`src/rtl/scalar_wb_pkg.sv`:
```
`default_nettype none
// ============================================================================
// Module   : scalar_wb_pkg
// Purpose  : Shared widths and write-back entry type for the scalar WB path.
// Revision : 1.0
// ============================================================================
package scalar_wb_pkg;

  localparam int c_DATA_W = 32;
  localparam int c_ADDR_W = 5;

  typedef struct packed {
    logic [c_ADDR_W-1:0] rd;
    logic [c_DATA_W-1:0] data;
  } wb_entry_t;

endpackage : scalar_wb_pkg
`default_nettype wire

```
`src/rtl/wb_fifo.sv`:
```
`default_nettype none
// ============================================================================
// Module   : wb_fifo
// Purpose  : Synchronous FIFO of {rd, data} results with a per-entry rd view.
// Revision : 1.0
// ============================================================================
module wb_fifo #(
  parameter int DEPTH  = 4,
  parameter int DATA_W = 32,
  parameter int ADDR_W = 5
) (
  input  logic                         clk,
  input  logic                         rst,
  input  logic                         i_push,
  input  logic                         i_pop,
  input  logic [ADDR_W-1:0]            i_rd,
  input  logic [DATA_W-1:0]            i_data,
  output logic [ADDR_W-1:0]            o_head_rd,
  output logic [DATA_W-1:0]            o_head_data,
  output logic                         o_full,
  output logic                         o_empty,
  output logic [DEPTH-1:0]             o_ent_valid,
  output logic [DEPTH-1:0][ADDR_W-1:0] o_ent_rd
);

  localparam int                 c_PTR_W    = $clog2(DEPTH);
  localparam logic [c_PTR_W-1:0] c_PTR_ONE  = c_PTR_W'(1);
  localparam logic [c_PTR_W:0]   c_CNT_ONE  = (c_PTR_W+1)'(1);
  localparam logic [c_PTR_W:0]   c_FULL_CNT = (c_PTR_W+1)'(DEPTH);

  logic [c_PTR_W-1:0] r_wptr;
  logic [c_PTR_W-1:0] r_rptr;
  logic [c_PTR_W:0]   r_count;
  logic [ADDR_W-1:0]  r_mem_rd   [DEPTH];
  logic [DATA_W-1:0]  r_mem_data [DEPTH];
  logic               w_do_push;
  logic               w_do_pop;

  assign o_full    = (r_count == c_FULL_CNT);
  assign o_empty   = (r_count == '0);
  assign w_do_push = i_push && !o_full;
  assign w_do_pop  = i_pop && !o_empty;

  always_ff @(posedge clk or posedge rst) begin
    if (rst) begin
      r_wptr  <= '0;
      r_rptr  <= '0;
      r_count <= '0;
    end else begin
      if (w_do_push) r_wptr <= r_wptr + c_PTR_ONE;
      if (w_do_pop)  r_rptr <= r_rptr + c_PTR_ONE;
      case ({w_do_push, w_do_pop})
        2'b10:   r_count <= r_count + c_CNT_ONE;
        2'b01:   r_count <= r_count - c_CNT_ONE;
        default: r_count <= r_count;
      endcase
    end
  end

  // Storage is not reset; occupancy is tracked solely by the pointers/count.
  always_ff @(posedge clk) begin
    if (w_do_push) begin
      r_mem_rd[r_wptr]   <= i_rd;
      r_mem_data[r_wptr] <= i_data;
    end
  end

  assign o_head_rd   = r_mem_rd[r_rptr];
  assign o_head_data = r_mem_data[r_rptr];

  // An entry is live when its distance from the read pointer is below count.
  for (genvar i = 0; i < DEPTH; i++) begin : g_ent
    logic [c_PTR_W-1:0] w_off;
    assign w_off          = c_PTR_W'(i) - r_rptr;
    assign o_ent_valid[i] = ({1'b0, w_off} < r_count);
    assign o_ent_rd[i]    = r_mem_rd[i];
  end

endmodule : wb_fifo
`default_nettype wire

```
`src/rtl/scalar_writeback_arbiter.sv`:
```
`default_nettype none
// ============================================================================
// Module   : scalar_writeback_arbiter
// Purpose  : Merges load and buffered ALU results onto the scalar RF write
//            port and flags in-flight writes to the decode read addresses.
//            Macro WB_FORWARD_EN adds forwarding of the output register.
// Revision : 1.0
// ============================================================================
module scalar_writeback_arbiter
  import scalar_wb_pkg::*;
#(
  parameter int DEPTH  = 4,
  parameter int DATA_W = c_DATA_W,
  parameter int ADDR_W = c_ADDR_W
) (
  input  logic              clk,
  input  logic              rst,
  input  logic              alu_valid,
  output logic              alu_ready,
  input  logic [ADDR_W-1:0] alu_rd,
  input  logic [DATA_W-1:0] alu_data,
  input  logic              mem_valid,
  input  logic [ADDR_W-1:0] mem_rd,
  input  logic [DATA_W-1:0] mem_data,
  input  logic [ADDR_W-1:0] Rs1,
  input  logic [ADDR_W-1:0] Rs2,
  output logic              rs1_pending,
  output logic              rs2_pending,
  output logic              WriteEn,
  output logic [ADDR_W-1:0] rd,
  output logic [DATA_W-1:0] InputData
`ifdef WB_FORWARD_EN
  ,
  output logic              fwd1_valid,
  output logic              fwd2_valid,
  output logic [DATA_W-1:0] fwd1_data,
  output logic [DATA_W-1:0] fwd2_data
`endif
);

  logic                         w_full;
  logic                         w_empty;
  logic                         w_push;
  logic                         w_pop;
  logic [ADDR_W-1:0]            w_head_rd;
  logic [DATA_W-1:0]            w_head_data;
  logic [DEPTH-1:0]             w_ent_valid;
  logic [DEPTH-1:0][ADDR_W-1:0] w_ent_rd;

  logic              r_wen;
  logic [ADDR_W-1:0] r_rd;
  logic [DATA_W-1:0] r_data;

  assign alu_ready = !w_full;
  assign w_push    = alu_valid && alu_ready;
  // Loads always win; the FIFO drains only in cycles without a load.
  assign w_pop     = !mem_valid && !w_empty;

  wb_fifo #(
    .DEPTH  (DEPTH),
    .DATA_W (DATA_W),
    .ADDR_W (ADDR_W)
  ) u_fifo (
    .clk         (clk),
    .rst         (rst),
    .i_push      (w_push),
    .i_pop       (w_pop),
    .i_rd        (alu_rd),
    .i_data      (alu_data),
    .o_head_rd   (w_head_rd),
    .o_head_data (w_head_data),
    .o_full      (w_full),
    .o_empty     (w_empty),
    .o_ent_valid (w_ent_valid),
    .o_ent_rd    (w_ent_rd)
  );

  always_ff @(posedge clk or posedge rst) begin
    if (rst) begin
      r_wen  <= 1'b0;
      r_rd   <= '0;
      r_data <= '0;
    end else begin
      r_wen <= mem_valid || !w_empty;
      if (mem_valid) begin
        r_rd   <= mem_rd;
        r_data <= mem_data;
      end else if (!w_empty) begin
        r_rd   <= w_head_rd;
        r_data <= w_head_data;
      end
    end
  end

  assign WriteEn   = r_wen;
  assign rd        = r_rd;
  assign InputData = r_data;

  logic w_fifo_hit1;
  logic w_fifo_hit2;
  logic w_in_hit1;
  logic w_in_hit2;
  logic w_out_hit1;
  logic w_out_hit2;

  always_comb begin
    w_fifo_hit1 = 1'b0;
    w_fifo_hit2 = 1'b0;
    for (int i = 0; i < DEPTH; i++) begin
      if (w_ent_valid[i] && (w_ent_rd[i] == Rs1)) w_fifo_hit1 = 1'b1;
      if (w_ent_valid[i] && (w_ent_rd[i] == Rs2)) w_fifo_hit2 = 1'b1;
    end
  end

  assign w_in_hit1  = (mem_valid && (mem_rd == Rs1)) || (w_push && (alu_rd == Rs1));
  assign w_in_hit2  = (mem_valid && (mem_rd == Rs2)) || (w_push && (alu_rd == Rs2));
  assign w_out_hit1 = r_wen && (r_rd == Rs1);
  assign w_out_hit2 = r_wen && (r_rd == Rs2);

`ifdef WB_FORWARD_EN
  // The output-register match is served by forwarding instead of a stall.
  assign rs1_pending = w_fifo_hit1 || w_in_hit1;
  assign rs2_pending = w_fifo_hit2 || w_in_hit2;
  assign fwd1_valid  = w_out_hit1;
  assign fwd2_valid  = w_out_hit2;
  assign fwd1_data   = r_data;
  assign fwd2_data   = r_data;
`else
  assign rs1_pending = w_fifo_hit1 || w_in_hit1 || w_out_hit1;
  assign rs2_pending = w_fifo_hit2 || w_in_hit2 || w_out_hit2;
`endif

endmodule : scalar_writeback_arbiter
`default_nettype wire

```
`config.mk`:
```
export PLATFORM = sky130hd
export DESIGN_NAME = scalar_writeback_arbiter
export DESIGN_NICKNAME = d
export VERILOG_FILES = /design/src/rtl/scalar_wb_pkg.sv /design/src/rtl/wb_fifo.sv /design/src/rtl/scalar_writeback_arbiter.sv
export SDC_FILE = /design/constraint.sdc
export NUM_CORES = 1
export LEC_CHECK = 0
export BUFFER_PORTS_ARGS = -buffer_cell sky130_fd_sc_hd__buf_2
export CORE_MARGIN = 8
export CORE_UTILIZATION = 24
export DETAILED_ROUTE_END_ITERATION = 10
export PLACE_DENSITY_LB_ADDON = 0.3
export SLEW_MARGIN = 20
export SYNTH_ARGS = -nofsm -noshare
export SYNTH_HDL_FRONTEND = slang
export SYNTH_SLANG_ARGS = --single-unit
```
`constraint.sdc`:
```
create_clock -name clk -period 4.7 [get_ports clk]
set_clock_uncertainty 0.05 [all_clocks]
set_input_delay 0.47 -clock clk [delete_from_list [all_inputs] [get_ports clk]]
set_output_delay 0.47 -clock clk [all_outputs]
set_load 0.1 [all_outputs]
```
## After elaboration in Yosys (flattened, before gate mapping)

Memory sizes are Yosys's and may differ from the RTL's.
Index checks and enable logic that the tools add are counted.

- Flip-flop bits (word level): 45
- Bits in writable memories: 148
- Output and inout port bits: 41
- Logic and storage cells: 83
- Memories: 2

Memory list:

| memory | depth | bits a word | rd ports | clocked after memory_dff | wr ports | line | text |
|---|---|---|---|---|---|---|---|
| u_fifo.r_mem_data | 4 | 32 | 1 | 0 | 1 | wb_fifo.sv:35 | `logic [DATA_W-1:0] r_mem_data [DEPTH];` |
| u_fifo.r_mem_rd | 4 | 5 | 5 | 0 | 1 | wb_fifo.sv:34 | `logic [ADDR_W-1:0] r_mem_rd [DEPTH];` |

- Add/subtract/negate cells: 8
- Order comparisons: 4
- Equal/unequal tests: 18
- Muxes and demuxes: 15
- Reductions and logical operators: 30

Operator list:

| cell | count |
|---|---|
| == test 5 bit | 14 |
| two-way mux 32 bit | 2 |
| logical AND 1 bit | 18 |
| < comparator 2 x 3 -> 1 bit | 4 |
| two-way mux 1 bit | 10 |
| two-way mux 5 bit | 2 |
| logical OR 1 bit | 7 |
| one-hot mux 3 bit (2 select lines) | 1 |
| adder 2 x 1 -> 2 bit, second input constant | 2 |
| subtractor 1 x 2 -> 2 bit, first input constant | 2 |
| subtractor 2 bit, first input constant | 2 |
| adder 3 x 1 -> 3 bit, second input constant | 1 |
| == test 3 bit, second input constant | 1 |
| logical NOT 1 bit | 3 |
| logical NOT 3 bit | 1 |
| subtractor 3 x 1 -> 3 bit, second input constant | 1 |
| == test 2 x 1 -> 1 bit, second input constant | 1 |
| == test 2 bit, second input constant | 1 |
| != test 2 bit, second input constant | 1 |
| nonzero test 2 bit | 1 |

## Logic depth before layout (Yosys ltp)

- Depth in word-level cells: 9
- Mapped depth: 11

## By module

From an unflattened synthesis, not the netlist that was laid out.

- Cell total of the unflattened synthesis: 528
- Area, all modules: 8,572.0 µm²

Modules (own cells, without submodules):

| module | times used | cells each | area an instance (µm²) | seq. area each (µm²) |
|---|---|---|---|---|
| wb_fifo | 1 | 250 | 5,920.7 | 4,619.4 |
| scalar_writeback_arbiter | 1 | 278 | 2,651.3 | 950.9 |

## Worst setup path before layout

Ideal clock, no wire load.

- Path kind: reg-to-output
- From: register u_fifo.r_rptr[1]
- To: output rs2_pending
- Data arrival time: 2.378 ns
- Required time: 4.180 ns
- Path slack: 1.802 ns
- Cell stages (with the launch flop): 9
- Path buffers: 1
- Cells stage by stage: dfrtp_1 buf_1 xnor2_1 inv_1 ha_1 a21oi_1 nor2_1 nor4_1 or4_1

- Longest elaborated chain between the ends: 9
- Elaborated cells on any way between the ends: 18

Ends and longest elaborated chain:

| element | line | text |
|---|---|---|
| start: declaration | wb_fifo.sv:32 | `logic [c_PTR_W-1:0] r_rptr;` |
| start signal: assignment | wb_fifo.sv:51 | `if (w_do_pop) r_rptr <= r_rptr + c_PTR_ONE;` |
| subtractor 1 x 2 -> 2 bit | wb_fifo.sv:74 | `assign w_off = c_PTR_W'(i) - r_rptr;` |
| < comparator 2 x 3 -> 1 bit | wb_fifo.sv:75 | `assign o_ent_valid[i] = ({1'b0, w_off} < r_count);` |
| logical AND 1 bit | scalar_writeback_arbiter.sv:111 | `if (w_ent_valid[i] && (w_ent_rd[i] == Rs2)) w_fifo_hit2 = 1'b1;` |
| two-way mux 1 bit (3 in a row) | scalar_writeback_arbiter.sv:111 |  |
| two-way mux 1 bit * | scalar_writeback_arbiter.sv:111 |  |
| logical OR 1 bit * (2 in a row) | scalar_writeback_arbiter.sv:130 | `assign rs2_pending = w_fifo_hit2 \|\| w_in_hit2 \|\| w_out_hit2;` |
| end: declaration | scalar_writeback_arbiter.sv:28 | `output logic rs2_pending,` |

Mark *: on every way between the ends. The rest lies on a longest branch, timed or not.

## Worst setup path after layout

- From: register u_fifo.r_rptr[0]
- To: output rs2_pending

The elaborated chain is that of the path after synthesis.

==> impl_metrics.yaml <==
floorplan:
  fp.dieH_um: 204
  initial_core_util: 0.241
  die_w_um: 204
  ioPinCount: 129
  coreArea_um2: 35200
  rows: 69
  dieArea_um2: 41700
place:
  place.gp.congestion: 0.777
  dpl_cell_area_um2: 9610
  hpwlAfterDp_um: 14700
  portBuffers: 128
synthesis:
  syn_area_per_cell_um2: 16.2
  synth.most_common_cell: "edfxtp_1"
  syn_inst: 524
  synth_cell_types: 37
  ys_warn_count: 0
  synth_seq_cells: 193
  synth_edf_count: 148
  synth_top_area_frac: 0.523
  synth_compound_area_frac: 0.0321
  synth_xor_area_frac: 0.0794
  ys_top_cells_by_count: "148 x edfxtp_1, 45 x dfrtp_1, 39 x xor2_1"
  synth_fa_ha_area_frac: 0.0156
  synth_top_area_cell: "edfxtp_1"
  synth_ff_type: "edfxtp_1"
  synthMuxAreaShare: 0.138
  synth_area_um2: 8500
  synth_area_leaders: "edfxtp_1 52%, dfrtp_1 13%, mux4_2 9.0%, xor2_1 4.0%, xnor2_1 3.9%"
  synth-simple-area-share: 0.0459
  synth_top_family_by_area: "multiplexers"
  synthesis.nets: 622
  seq_area_frac_synth: 0.655
  ys_async_sr_fraction: 0.233
clock_tree:
  cts_setup_buffers: 0
  holdBufCountCts: 0
  htreeDepth: 4
  cts_buffer_depth: 2
  cts_buffers: 17
  numClockSinks: 193
  clock_latency_ns: 0.43
  ctsResizeCount: 0
  cts_root_buffer: "clkbuf_16"
  cts_tree: "built"
  clk_pin_slew_ns: 0.08
power:
  leakagePower_uw: 0.00374
  power.internal_uw: 3850
  clockPowerShare: 0.208
  total_power_uw: 6960
  vdd_drop_max_uv: 465
  p_seq_frac: 0.367
  p_switching_uw: 3110
  comb_power_share: 0.424
  swShare: 0.447
  p_per_area_nw_per_um2: 684
worst_setup_path:
  path_class: "flip-flop to output pin"
  reg2reg_depth: 8
  cp-end-kind: "output pin"
  cp_max_fo: 13
  worstPathRequired_ns: 4.18
  arrival_ns: 2.72
  startpoint_type: "flip-flop"
  reg2reg_from: "u_fifo.r_count[2]$_DFFE_PP0P_"
  r2r_slack_ns: 2.21
  reg2reg_to: "u_fifo.r_count[2]$_DFFE_PP0P_"
routing:
  post-route-drc-count: 0
  highest-signal-layer: "met5"
  avgRoutedWirePerCell_um: 19.2
  ant_nets: 0
  met1Wirelength_um: 9910
  wl_met3_um: 1040
  wl_met2_um: 10300
  drt-pass1-iter-count: 6
  wirelength_um: 21500
  drtIter0Drc: 233
  vias_per_cell: 4.26
  num_vias: 4789
grt:
  overflow: 0
  grt_pass1_wl_um: 32500
  antenna_found_initial: 5
  grtUsageTotal: 0.105
  grt_pass1_vias: 5188
  grt_start_max_net_pins: 46
sta:
  fin_crit_sh: 0.688
  tightest_slew_ns: 0.850
  grt_setup_unrepaired: "false"
  finalHoldViolations: 0
  final.min_clock_period_ns: 3.24
  setup_tns_ns: 0
  final-setup-viol-count: 0
  slew_violations: 0
  relSlewSlack: 0.433
  fmax_mhz: 309
final_layout:
  nets: 747
  drive_above_1_share: 0.328
  design_area_um2: 10200
  area_delta_synth_final_pct: 19.8
  diodes: 0
  post-route-util: 0.289
min_path:
  worstHoldPathType: "input port to asynchronous set/reset pin"
status:
  outcome: "complete, no violations"
job:
  maxCapViolCount: 0
metrics by stage:
stage	worst slack, ns	hold WS (ns)	std cells
detailed placement	1.88	0.415	1091
global route	1.24	0.172	1123
finish	1.46	0.181	1123
global placement	1.82	0.409	1089
CTS	1.38	0.162	1123
floorplan	1.80	0.494	524
cells in the final DEF (no fill, tap or decap), types with 2 or more instances in the layout:
cell type,n
edfxtp_1,148
buf_2,128
dfrtp_1,43
xor2_1,39
xnor2_1,38
nand2_1,36
o21ai_0,35
mux4_2,34
mux2i_1,33
clkbuf_16,17
nand3_1,12
inv_1,11
buf_4,10
ha_1,9
nor4_1,8
nor2_1,6
inv_6,6
nor3_1,5
a222oi_1,5
clkinv_4,5
and3_2,4
a21oi_1,3
mux4_1,3
clkinv_2,2
inv_2,2
o311ai_1,2
nand4_1,2
or4_1,2
inv_8,2
worst max-delay path by stage:
stage                            startpoint                        end  slack, ns
3_5_place_dp   u_fifo.r_rptr[1]$_DFFE_PP0P_                rs1_pending       1.88
6_report       u_fifo.r_rptr[0]$_DFFE_PP0P_                rs2_pending       1.46
5_1_grt        u_fifo.r_rptr[0]$_DFFE_PP0P_                rs2_pending       1.24
2_1_floorplan  u_fifo.r_rptr[1]$_DFFE_PP0P_                rs2_pending       1.80
4_1_cts        u_fifo.r_rptr[1]$_DFFE_PP0P_                rs1_pending       1.38
3_3_place_gp                      mem_valid  InputData[11]$_DFFE_PP0P_       1.82
power by group through the flow:
stage / clock network [µW] / logic [µW] / registers (µW)
5_1_grt: 1570 / 3160 / 2610
3_5_place_dp: 0 / 3030 / 2600
3_3_place_gp: 0 / 3010 / 2590
4_1_cts: 1510 / 3030 / 2570
2_1_floorplan: 0 / 1270 / 3680
6_report: 1450 / 2960 / 2560
cell families after synthesis:
kind of cell / after synthesis
xor gates and xnor gates: 77
AOI/OAI and AO/OA: 47
muxes: 70
and+or+nand+nor: 79
DFF: 193
buffers and inverters: 48
adders and majority gates: 10
flip-flops by register name, summed over array words and instances, names as in the netlist:
| register | cells |
|---|---|
| rd | 5 |
| WriteEn | 1 |
| u_fifo.r_mem_data | 128 |
| u_fifo.r_count | 3 |
| u_fifo.r_rptr | 2 |
| u_fifo.r_wptr | 2 |
| u_fifo.r_mem_rd | 20 |
| InputData | 32 |
worst max-delay path, stage by stage, from the launching register on:
cell and delay [ns]:
dfrtp_4 0.59, xnor2_1 0.23, inv_1 0.07, ha_1 0.27
a21oi_1 0.05, nor2_1 0.12, nor4_1 0.07, or4_1 0.55
buf_2 0.32
metal layers:
layer / vias to the layer above / global-route usage
met5: - / 0
met4: 10 / 0.0285
met3: 24 / 0.0306
met2: 108 / 0.168
met1: 2426 / 0.136
li1: 2221 / -
cell type report:
class                           count  area [µm²]
Tap cell                          461         577
Multi-Input combinational cell    283        2660
Fill cell                        3590       25000
Sequential cell                   193        5580
Inverter                           15        62.6
Timing Repair Buffer              139         736
Clock buffer                       18         429
Clock inverter                     14         145
(Power assumes the default switching activity.)
